==> src/rtl/mem_access.sv <==
// RV32I memory-access stage: ALU pass-through, aligned loads/stores over a req/ack port, load lane extract/extend.
// Latency: 1 cycle for non-memory, squash and misaligned cases; at least 2 cycles for memory. Registered halt is held while a request is outstanding.
module mem_access #(
    parameter int              XLEN = 32,
    parameter logic [XLEN-1:0] NOP  = 32'h0000_0013
) (
    input  logic            clk,
    input  logic            rst,
    input  logic            valid_in,
    input  logic [XLEN-1:0] instruction_in,
    input  logic [XLEN-1:0] alu_in,
    input  logic [XLEN-1:0] store_data_in,
    input  logic            taken_branch,
    output logic            halt,
    output logic            dmem_req,
    output logic            dmem_we,
    output logic [XLEN-1:0] dmem_addr,
    output logic [3:0]      dmem_be,
    output logic [XLEN-1:0] dmem_wdata,
    input  logic            dmem_ack,
    input  logic [XLEN-1:0] dmem_rdata,
    output logic            valid_out,
    output logic [XLEN-1:0] instruction_out,
    output logic [XLEN-1:0] result_out,
    output logic            misalign_err
);
    typedef enum logic {IDLE, BUSY} state_t;

    localparam logic [6:0] OP_LOAD  = 7'b0000011;
    localparam logic [6:0] OP_STORE = 7'b0100011;

    state_t          state_q, state_d;
    logic [XLEN-1:0] instr_q, instr_d;
    logic [1:0]      off_q, off_d;
    logic [2:0]      f3_q, f3_d;
    logic            we_q, we_d;
    logic [XLEN-1:0] addr_q, addr_d;
    logic [3:0]      be_q, be_d;
    logic [XLEN-1:0] wdata_q, wdata_d;
    logic            valid_out_q, valid_out_d;
    logic [XLEN-1:0] instr_out_q, instr_out_d;
    logic [XLEN-1:0] result_q, result_d;
    logic            misalign_q, misalign_d;

    logic            is_load, is_store, misaligned;
    logic [2:0]      f3;
    logic [1:0]      off;
    logic [3:0]      be_calc;
    logic [XLEN-1:0] wdata_calc, lane, load_val;

    always_comb begin
        is_load  = (instruction_in[6:0] == OP_LOAD);
        is_store = (instruction_in[6:0] == OP_STORE);
        f3       = instruction_in[14:12];
        off      = alu_in[1:0];

        // funct3[1:0] is the access size; size 3 and unsigned stores/words are illegal
        case (f3[1:0])
            2'b00:   misaligned = 1'b0;
            2'b01:   misaligned = off[0];
            2'b10:   misaligned = (off != 2'b00);
            default: misaligned = 1'b1;
        endcase
        if (f3[2] && (is_store || f3[1])) misaligned = 1'b1;

        case (f3[1:0])
            2'b00:   be_calc = 4'b0001 << off;
            2'b01:   be_calc = 4'b0011 << off;
            default: be_calc = 4'b1111;
        endcase

        case (f3[1:0])
            2'b00:   wdata_calc = {4{store_data_in[7:0]}};
            2'b01:   wdata_calc = {2{store_data_in[15:0]}};
            default: wdata_calc = store_data_in;
        endcase

        lane = dmem_rdata >> {off_q, 3'b000};
        case (f3_q)
            3'b000:  load_val = {{24{lane[7]}}, lane[7:0]};
            3'b001:  load_val = {{16{lane[15]}}, lane[15:0]};
            3'b100:  load_val = {24'h0, lane[7:0]};
            3'b101:  load_val = {16'h0, lane[15:0]};
            default: load_val = lane;
        endcase
    end

    always_comb begin
        state_d     = state_q;
        instr_d     = instr_q;
        off_d       = off_q;
        f3_d        = f3_q;
        we_d        = we_q;
        addr_d      = addr_q;
        be_d        = be_q;
        wdata_d     = wdata_q;
        valid_out_d = 1'b0;
        instr_out_d = instr_out_q;
        result_d    = result_q;
        misalign_d  = 1'b0;

        case (state_q)
            IDLE: begin
                if (valid_in) begin
                    valid_out_d = 1'b1;
                    if (taken_branch) begin
                        instr_out_d = NOP;
                        result_d    = '0;
                    end else if (is_load || is_store) begin
                        if (misaligned) begin
                            misalign_d  = 1'b1;
                            instr_out_d = NOP;
                            result_d    = '0;
                        end else begin
                            valid_out_d = 1'b0;
                            state_d     = BUSY;
                            instr_d     = instruction_in;
                            off_d       = off;
                            f3_d        = f3;
                            we_d        = is_store;
                            addr_d      = {alu_in[XLEN-1:2], 2'b00};
                            be_d        = be_calc;
                            wdata_d     = wdata_calc;
                        end
                    end else begin
                        instr_out_d = instruction_in;
                        result_d    = alu_in;
                    end
                end
            end
            BUSY: begin
                // taken_branch is deliberately not looked at: the access must finish
                if (dmem_ack) begin
                    state_d     = IDLE;
                    valid_out_d = 1'b1;
                    instr_out_d = instr_q;
                    result_d    = we_q ? '0 : load_val;
                end
            end
            default: state_d = IDLE;
        endcase
    end

    always_ff @(posedge clk) begin
        if (rst) begin
            state_q     <= IDLE;
            instr_q     <= NOP;
            off_q       <= '0;
            f3_q        <= '0;
            we_q        <= 1'b0;
            addr_q      <= '0;
            be_q        <= '0;
            wdata_q     <= '0;
            valid_out_q <= 1'b0;
            instr_out_q <= NOP;
            result_q    <= '0;
            misalign_q  <= 1'b0;
        end else begin
            state_q     <= state_d;
            instr_q     <= instr_d;
            off_q       <= off_d;
            f3_q        <= f3_d;
            we_q        <= we_d;
            addr_q      <= addr_d;
            be_q        <= be_d;
            wdata_q     <= wdata_d;
            valid_out_q <= valid_out_d;
            instr_out_q <= instr_out_d;
            result_q    <= result_d;
            misalign_q  <= misalign_d;
        end
    end

    assign halt            = (state_q == BUSY);
    assign dmem_req        = (state_q == BUSY);
    assign dmem_we         = we_q;
    assign dmem_addr       = addr_q;
    assign dmem_be         = be_q;
    assign dmem_wdata      = wdata_q;
    assign valid_out       = valid_out_q;
    assign instruction_out = instr_out_q;
    assign result_out      = result_q;
    assign misalign_err    = misalign_q;
endmodule
==> config.mk <==
export PLATFORM = sky130hd
export DESIGN_NAME = mem_access
export DESIGN_NICKNAME = d
export VERILOG_FILES = /design/src/rtl/mem_access.sv
export SDC_FILE = /design/constraint.sdc
export NUM_CORES = 1
export LEC_CHECK = 0
export ABC_AREA = 1
export CORE_AREA = 2 2 142 130
export CTS_CLUSTER_DIAMETER = 50
export DETAILED_ROUTE_END_ITERATION = 7
export DIE_AREA = 0 0 144 132
export GPL_TIMING_DRIVEN = 0
export PLACE_DENSITY = 0.82
export SETUP_SLACK_MARGIN = 0.4
export SYNTH_ARGS = -nofsm -noshare
export SYNTH_HDL_FRONTEND = slang
export SYNTH_SLANG_ARGS = --single-unit
==> constraint.sdc <==
create_clock -name clk -period 4.3 [get_ports clk]
set_input_delay 0.86 -clock clk [delete_from_list [all_inputs] [get_ports clk]]
set_output_delay 0.86 -clock clk [all_outputs]
set_load 0.02 [all_outputs]
==> results of run 1 <==
cell usage in the layout (no fill, tap or decap), types with 3 or more instances in the layout:
cell / instances
clkinvlp_4: 5
a21oi_1: 92
buf_4: 5
inv_6: 4
o21ai_0: 88
nand2_1: 366
clkbuf_16: 17
inv_2: 9
clkdlybuf4s50_1: 266
dfxtp_1: 168
inv_1: 161
nand3_1: 174
nor2_2: 4
buf_2: 37
o211ai_1: 8
buf_1: 6
nor2_1: 259
clkbuf_1: 55
nand3_2: 3
state kept, by name (all words and copies together), names as in the netlist:
| name | cells |
|---|---|
| dmem_be | 4 |
| valid_out | 1 |
| dmem_wdata | 32 |
| instruction_out | 32 |
| result_out | 32 |
| dmem_req | 1 |
| misalign_err | 1 |
| off_q | 2 |
| dmem_we | 1 |
| instr_q | 32 |
| dmem_addr | 30 |
final timing paths:
kind,from,end,slack [ns],cells after the start
worst max-delay path,instruction_in[0],instruction_out[0]$_SDFFE_PP1P_,1.69,11
worst min-delay path,instr_q[1]$_SDFFE_PP1P_,instr_q[1]$_SDFFE_PP1P_,0.45,2
worst max register to register,dmem_req$_SDFF_PP0_,instruction_out[0]$_SDFFE_PP1P_,2.01,7
worst min register to register,instr_q[1]$_SDFFE_PP1P_,instr_q[1]$_SDFFE_PP1P_,0.45,2
power by group through the flow:
stage,Sequential (uW),Combinational (uW),Clock (uW)
3_5_place_dp,1660,570,0
5_1_grt,1630,632,1520
2_1_floorplan,1700,226,0
6_report,1620,578,1450
4_1_cts,1620,574,1450
3_3_place_gp,1660,565,0
cell type report:
type	count	share of cell area
buffer	104	0.03765
clock buffer	19	0.03684
clock inverter	12	0.007734
inverter	170	0.05190
multi-input combinational	1007	0.3514
sequential	168	0.2735
tap	240	0.02442
timing repair buffer	266	0.2165
critical path, cell delays in order:
cell	delay, ns
clkdlybuf4s50_1	0.48
nand2_1	0.09
inv_2	0.07
nand3_2	0.16
nor2_2	0.18
nand3_1	0.15
nand2_1	0.12
clkbuf_1	0.39
nand2_1	0.22
nand2_1	0.12
nand3_1	0.07
layer usage:
metal / routed length (microns) / vias up / track usage
li1: - / 5073 / -
met5: 0 / - / 0
met3: 3135 / 59 / 0.09154
met1: 12990 / 4489 / 0.4305
met4: 720 / 0 / 0.09259
met2: 13780 / 463 / 0.4981
stage by stage:
step | cells | util | total power (uW)
3_3_place_gp | 1955 | 0.6736 | 2221
5_1_grt | 1986 | 0.7051 | 3781
4_1_cts | 1986 | 0.7051 | 3650
2_1_floorplan | 1449 | - | 1929
6_report | 1986 | 0.7051 | 3645
3_5_place_dp | 1955 | 0.6736 | 2226
logic make-up (layout without fill, tap and decap cells):
group                  count (synthesis)  in the layout  synth area share
AO/OA/AOI/OAI                        192            192            0.1131
flip-flops                           168            168            0.3830
buffers and inverters                274            571            0.1254
other                                  1              2         0.0004271
AND/OR/NAND/NOR                      813            813            0.3780
==> impl_metrics.csv, run 1 <==
group,metric,value,unit
finish,drive_above_1_share,0.05441,
synthesis,netlist_area,8781,sq um
setup_path,critPathLaunchType,"primary input",
global_route,grt_pass1_vias,9220,
global_route,grt.total_usage,0.3195,
sta,fin_skew,0.01187,ns
route,first_iter_violations,856,
synthesis,syn_inst,1448,
synthesis,synth_most_common_cell,"nand2_1",
sta,post-route-period-util,0.6064,
setup_path,cp-end-kind,"flip-flop",
route,routed-via-count,10084,
floorplan,core_area,17440,sq um
power,clock_power_share,0.396,
finish,nNetsFinal,1867,
floorplan,ios,270,
power,power_frac_seq,0.445,
sta,tns,0,ns
setup_path,worstSetupPathType,"in2reg",
floorplan,die_h,132,microns
global_route,antenna_found_initial,0,
sta,finalSetupViolCount,0,
sta,slew_violations,0,
synthesis,yosys.area.top_type_share,0.3830,
route,drt-vias-per-instance,5.078,
power,power_frac_comb,0.159,
cts,cts_tree,"done",
power,sw_frac_of_total,0.2756,
finish,antenna_cells,0,
sta,tightest_slew,0.7455,ns
cts,worstSkewPairLatency,0.44,ns
global_route,grt_remaining_overflow,0,
cts,post_cts_resized,0,
cts,clkSinkCount,168,
flow_run,cap_violations,0,
route,wl_per_cell,15.42,microns
cts,clk_path_buf_depth,2,
sta,rsz0062_at_grt,"no",
place,placed_cell_area,11750,sq um
synthesis,ys_seq_area_frac,0.3830,
sta,finalCriticalPeriod,2.607,ns
synthesis,async_flop_share,0,
route,dr.pass1.iters,5,
cts,path_clk_slew,0.07,ns
cts,cts_hold_buf,0,
finish,n_fill_cell,1588,
power,power_leakage,0.005747,uW
cts,cts_htree_levels,4,
sta,max_slew_margin,0.5030,
finish,syn_to_final_growth,40.03,%
floorplan,start_util,0.5035,
power,p_switching,1005,uW
run_status,status,"complete, no violations",
synthesis,yosysUniqueCellTypes,25,
synthesis,synth_edf_count,0,
place,dp_slack,1.282,ns
power,peakVddDrop,0.2725,mV
min_path,hold_class,"reg2reg",
synthesis,syn_area_per_cell,6.064,sq um
synthesis,synth.yosys.warnings,0,
sta,fmax,383.5,MHz
route,ant_nets,0,
floorplan,fp.dieArea,19010,sq um
power,power.density,296.5,nW/um^2
route,totalWireLength,30630,microns
synthesis,synth.top_cells.by_count,"nand2_1, nor2_1, nand3_1",
place,place_congestion,0.9443,
finish,multi_input_comb_area,4320,sq um
cts,post_cts_buffers,0,
floorplan,rows,46,
floorplan,die_w,144,microns
finish,ff_latch_area,3363,sq um
synthesis,synth_area_leaders,"dfxtp_1, nand2_1, nor2_1",
place,io_buffers,266,
sta,fin_ws,1.693,ns
synthesis,synth-seq-cells,168,
global_route,grt_pass1_wl,47820,microns
cts,cts_root_buffer,"clkbuf_16",
sta,whs,0.4488,ns
sta,hold_viol_final,0,
finish,final_cell_area,12300,sq um
global_route,grt_start_max_net_pins,17,
setup_path,crit_arrival,2.91,ns
setup_path,critical_path_required,4.60,ns
cts,cts_made_buffers,17,
route,route.detailed.drc,0,
setup_path,crit_path_max_fanout,10,
synthesis,yosys.area.top_type,"dfxtp_1",
power,p_int,2640,uW
place,hpwlAfterDp,23480,microns
synthesis,ys.flop_type,"dfxtp_1",
No activity file was read; power rests on OpenSTA's default activity.
==> inputs of run 2 (changes only) <==
- CORE_AREA: 2 2 142 130 -> 2 2 154 141
- DIE_AREA: 0 0 144 132 -> 0 0 156 143
- PLACE_DENSITY: 0.82 -> 0.74
- clock period: 4.3 -> 2.3 ns (I/O delays scaled with it)
==> run 2 against run 1 <==
Net effect: via count down 0.43%; power increased by 95%; largest cell class unchanged; highest routed layer is now met5; die area is 17% higher; critical path depth is 10 lower; wire length grew 6.2%; critical path type is now reg2out.
==> impl_metrics.csv, run 2 (same netlist as run 1, synthesis figures left out) <==
group,metric,value,unit
run_status,status,"complete, no violations",
sta,hold_viol_final,0,
setup_path,crit_slowest_cell,"clkdlybuf4s50_1",
finish,nNetsFinal,1874,
floorplan,rows,50,
setup_path,max_stage_delay,0.62,ns
global_route,grt_start_max_net_pins,17,
finish,final_common_cell,"nand2_1",
sta,rsz0062_at_grt,"yes",
global_route,antenna_found_initial,3,
global_route,grt_remaining_overflow,0,
sta,fin_ws,0.4026,ns
cts,cts_hold_buf,0,
finish,syn_to_final_growth,45.00,%
place,dp_slack,-0.4513,ns
place,place_congestion,0.9434,
sta,finalCriticalPeriod,1.897,ns
power,peakVddDrop,0.5017,mV
power,power.density,559.3,nW/um^2
min_path,hold_class,"in2reg",
cts,clk_path_buf_depth,2,
route,drt-vias-per-instance,4.983,
setup_path,crit_arrival,1.44,ns
place,hpwlAfterDp,24390,microns
place,io_buffers,266,
flow_run,cap_violations,0,
finish,fin_util,0.6186,
sta,finalSetupViolCount,0,
route,dr.pass1.iters,5,
finish,final_cell_mix,"nand2_1, nor2_1, clkdlybuf4s50_1, nand3_1, dfxtp_1",
sta,slew_violations,0,
global_route,grt_pass1_vias,9385,
setup_path,critPathBufInv,1,
setup_path,crit_family,"buffers and inverters",
power,power_leakage,0.006342,uW
cts,worstSkewPairLatency,0.44,ns
global_route,grt_pass1_wl,49770,microns
cts,path_clk_slew,0.07,ns
setup_path,path_cells,"clkdlybuf4s50_1",
floorplan,core_area,20580,sq um
route,first_iter_violations,750,
setup_path,cp-end-kind,"output port",
route,wl_per_cell,16.14,microns
cts,cts_made_buffers,17,
route,wl_met3,2364,microns
floorplan,die_w,156,microns
cts,cts_htree_levels,4,
route,routed-via-count,10041,
sta,tightest_slew,0.6074,ns
route,m1WireLength,14710,microns
global_route,grt.total_usage,0.2854,
sta,fmax,527.0,MHz
cts,cts_root_buffer,"clkbuf_16",
setup_path,critical_path_required,1.84,ns
route,route.detailed.drc,0,
power,power,7121,uW
setup_path,worstSetupPathType,"reg2out",
cts,cts_tree,"done",
floorplan,start_util,0.4266,
sta,post-route-period-util,0.8250,
route,ant_nets,0,
sta,max_slew_margin,0.5951,
place,dp_cells,1975,
route,totalWireLength,32520,microns
route,routed.top_layer,"met5",
sta,fin_skew,0.009337,ns
floorplan,die_h,143,microns
finish,drive_above_1_share,0.07754,
floorplan,fp.dieArea,22310,sq um
finish,fin_cells,2015,
route,wl_met2,14710,microns
cts,clkSinkCount,168,
setup_path,crit_path_max_fanout,2,
setup_path,critPathLaunchType,"flip-flop",
floorplan,ios,270,
run 2: cell types whose count changed in the layout (fill, tap and decap cells not counted), sizes merged, moves of 2 or more:
| cell | change |
|---|---|
| clkdlybuf4s50 | -37 |
| dlymetal6s2s | +25 |
| dlygate4sd2 | +12 |
| buf | +4 |
| clkbuf | +4 |
| bufinv | +2 |
| clkinv | -2 |
run 2: power by group:
part	switching, uW	internal (uW)	total, uW
Sequential	46.5	2990	3030
Clock	1300	1670	2970
Combinational	601	513	1110
run 2: path summary, 6_finish.rpt:
kind	startpoint	endpoint	slack, ns	cells past startpoint
max	result_out[0]$_SDFFE_PP0P_	result_out[0]	0.40	1
min	rst	valid_out$_SDFF_PP0_	0.44	2
max reg2reg	dmem_req$_SDFF_PP0_	result_out[3]$_SDFFE_PP0P_	0.45	7
min reg2reg	instr_q[1]$_SDFFE_PP1P_	instr_q[1]$_SDFFE_PP1P_	0.45	2
run 2: per-layer routing:
metal / GRT usage / vias to the layer above
met3: 0.05463 / 48
li1: - / 5089
met2: 0.4562 / 366
met1: 0.3933 / 4534
met5: 0 / -
met4: 0.08209 / 4
run 2: final cells by class:
class | instances | area [sq um]
Fill cell | 1960 | 7850
Multi-Input combinational cell | 1007 | 4434
Sequential cell | 168 | 3366
Timing Repair Buffer | 273 | 2784
Inverter | 170 | 640.6
Buffer | 104 | 584.3
Clock buffer | 20 | 456.7
Tap cell | 260 | 325.3
Clock inverter | 12 | 138.9
Antenna cell | 1 | 2.502
run 2: through the flow:
| step | instance area (sq um) | TNS [ns] | hold slack [ns] |
|---|---|---|---|
| after CTS | 12490 | 0 | 0.4139 |
| after global placement | 11770 | -43.78 | 0.4261 |
| after global routing | 12730 | 0 | 0.4512 |
| after floorplan | 8785 | 0 | 0.4153 |
| after detailed placement | 11770 | -45.98 | 0.4323 |
| final | 12730 | 0 | 0.4355 |
run 2: repair_timing:
item / 4_1_cts / 5_1_grt
endpoints found under the setup margin: 174 / 179
pin swaps: 4 / 7
cloned: 1 / 1
setup buffers: 5 / 0
resized for setup: 43 / 97
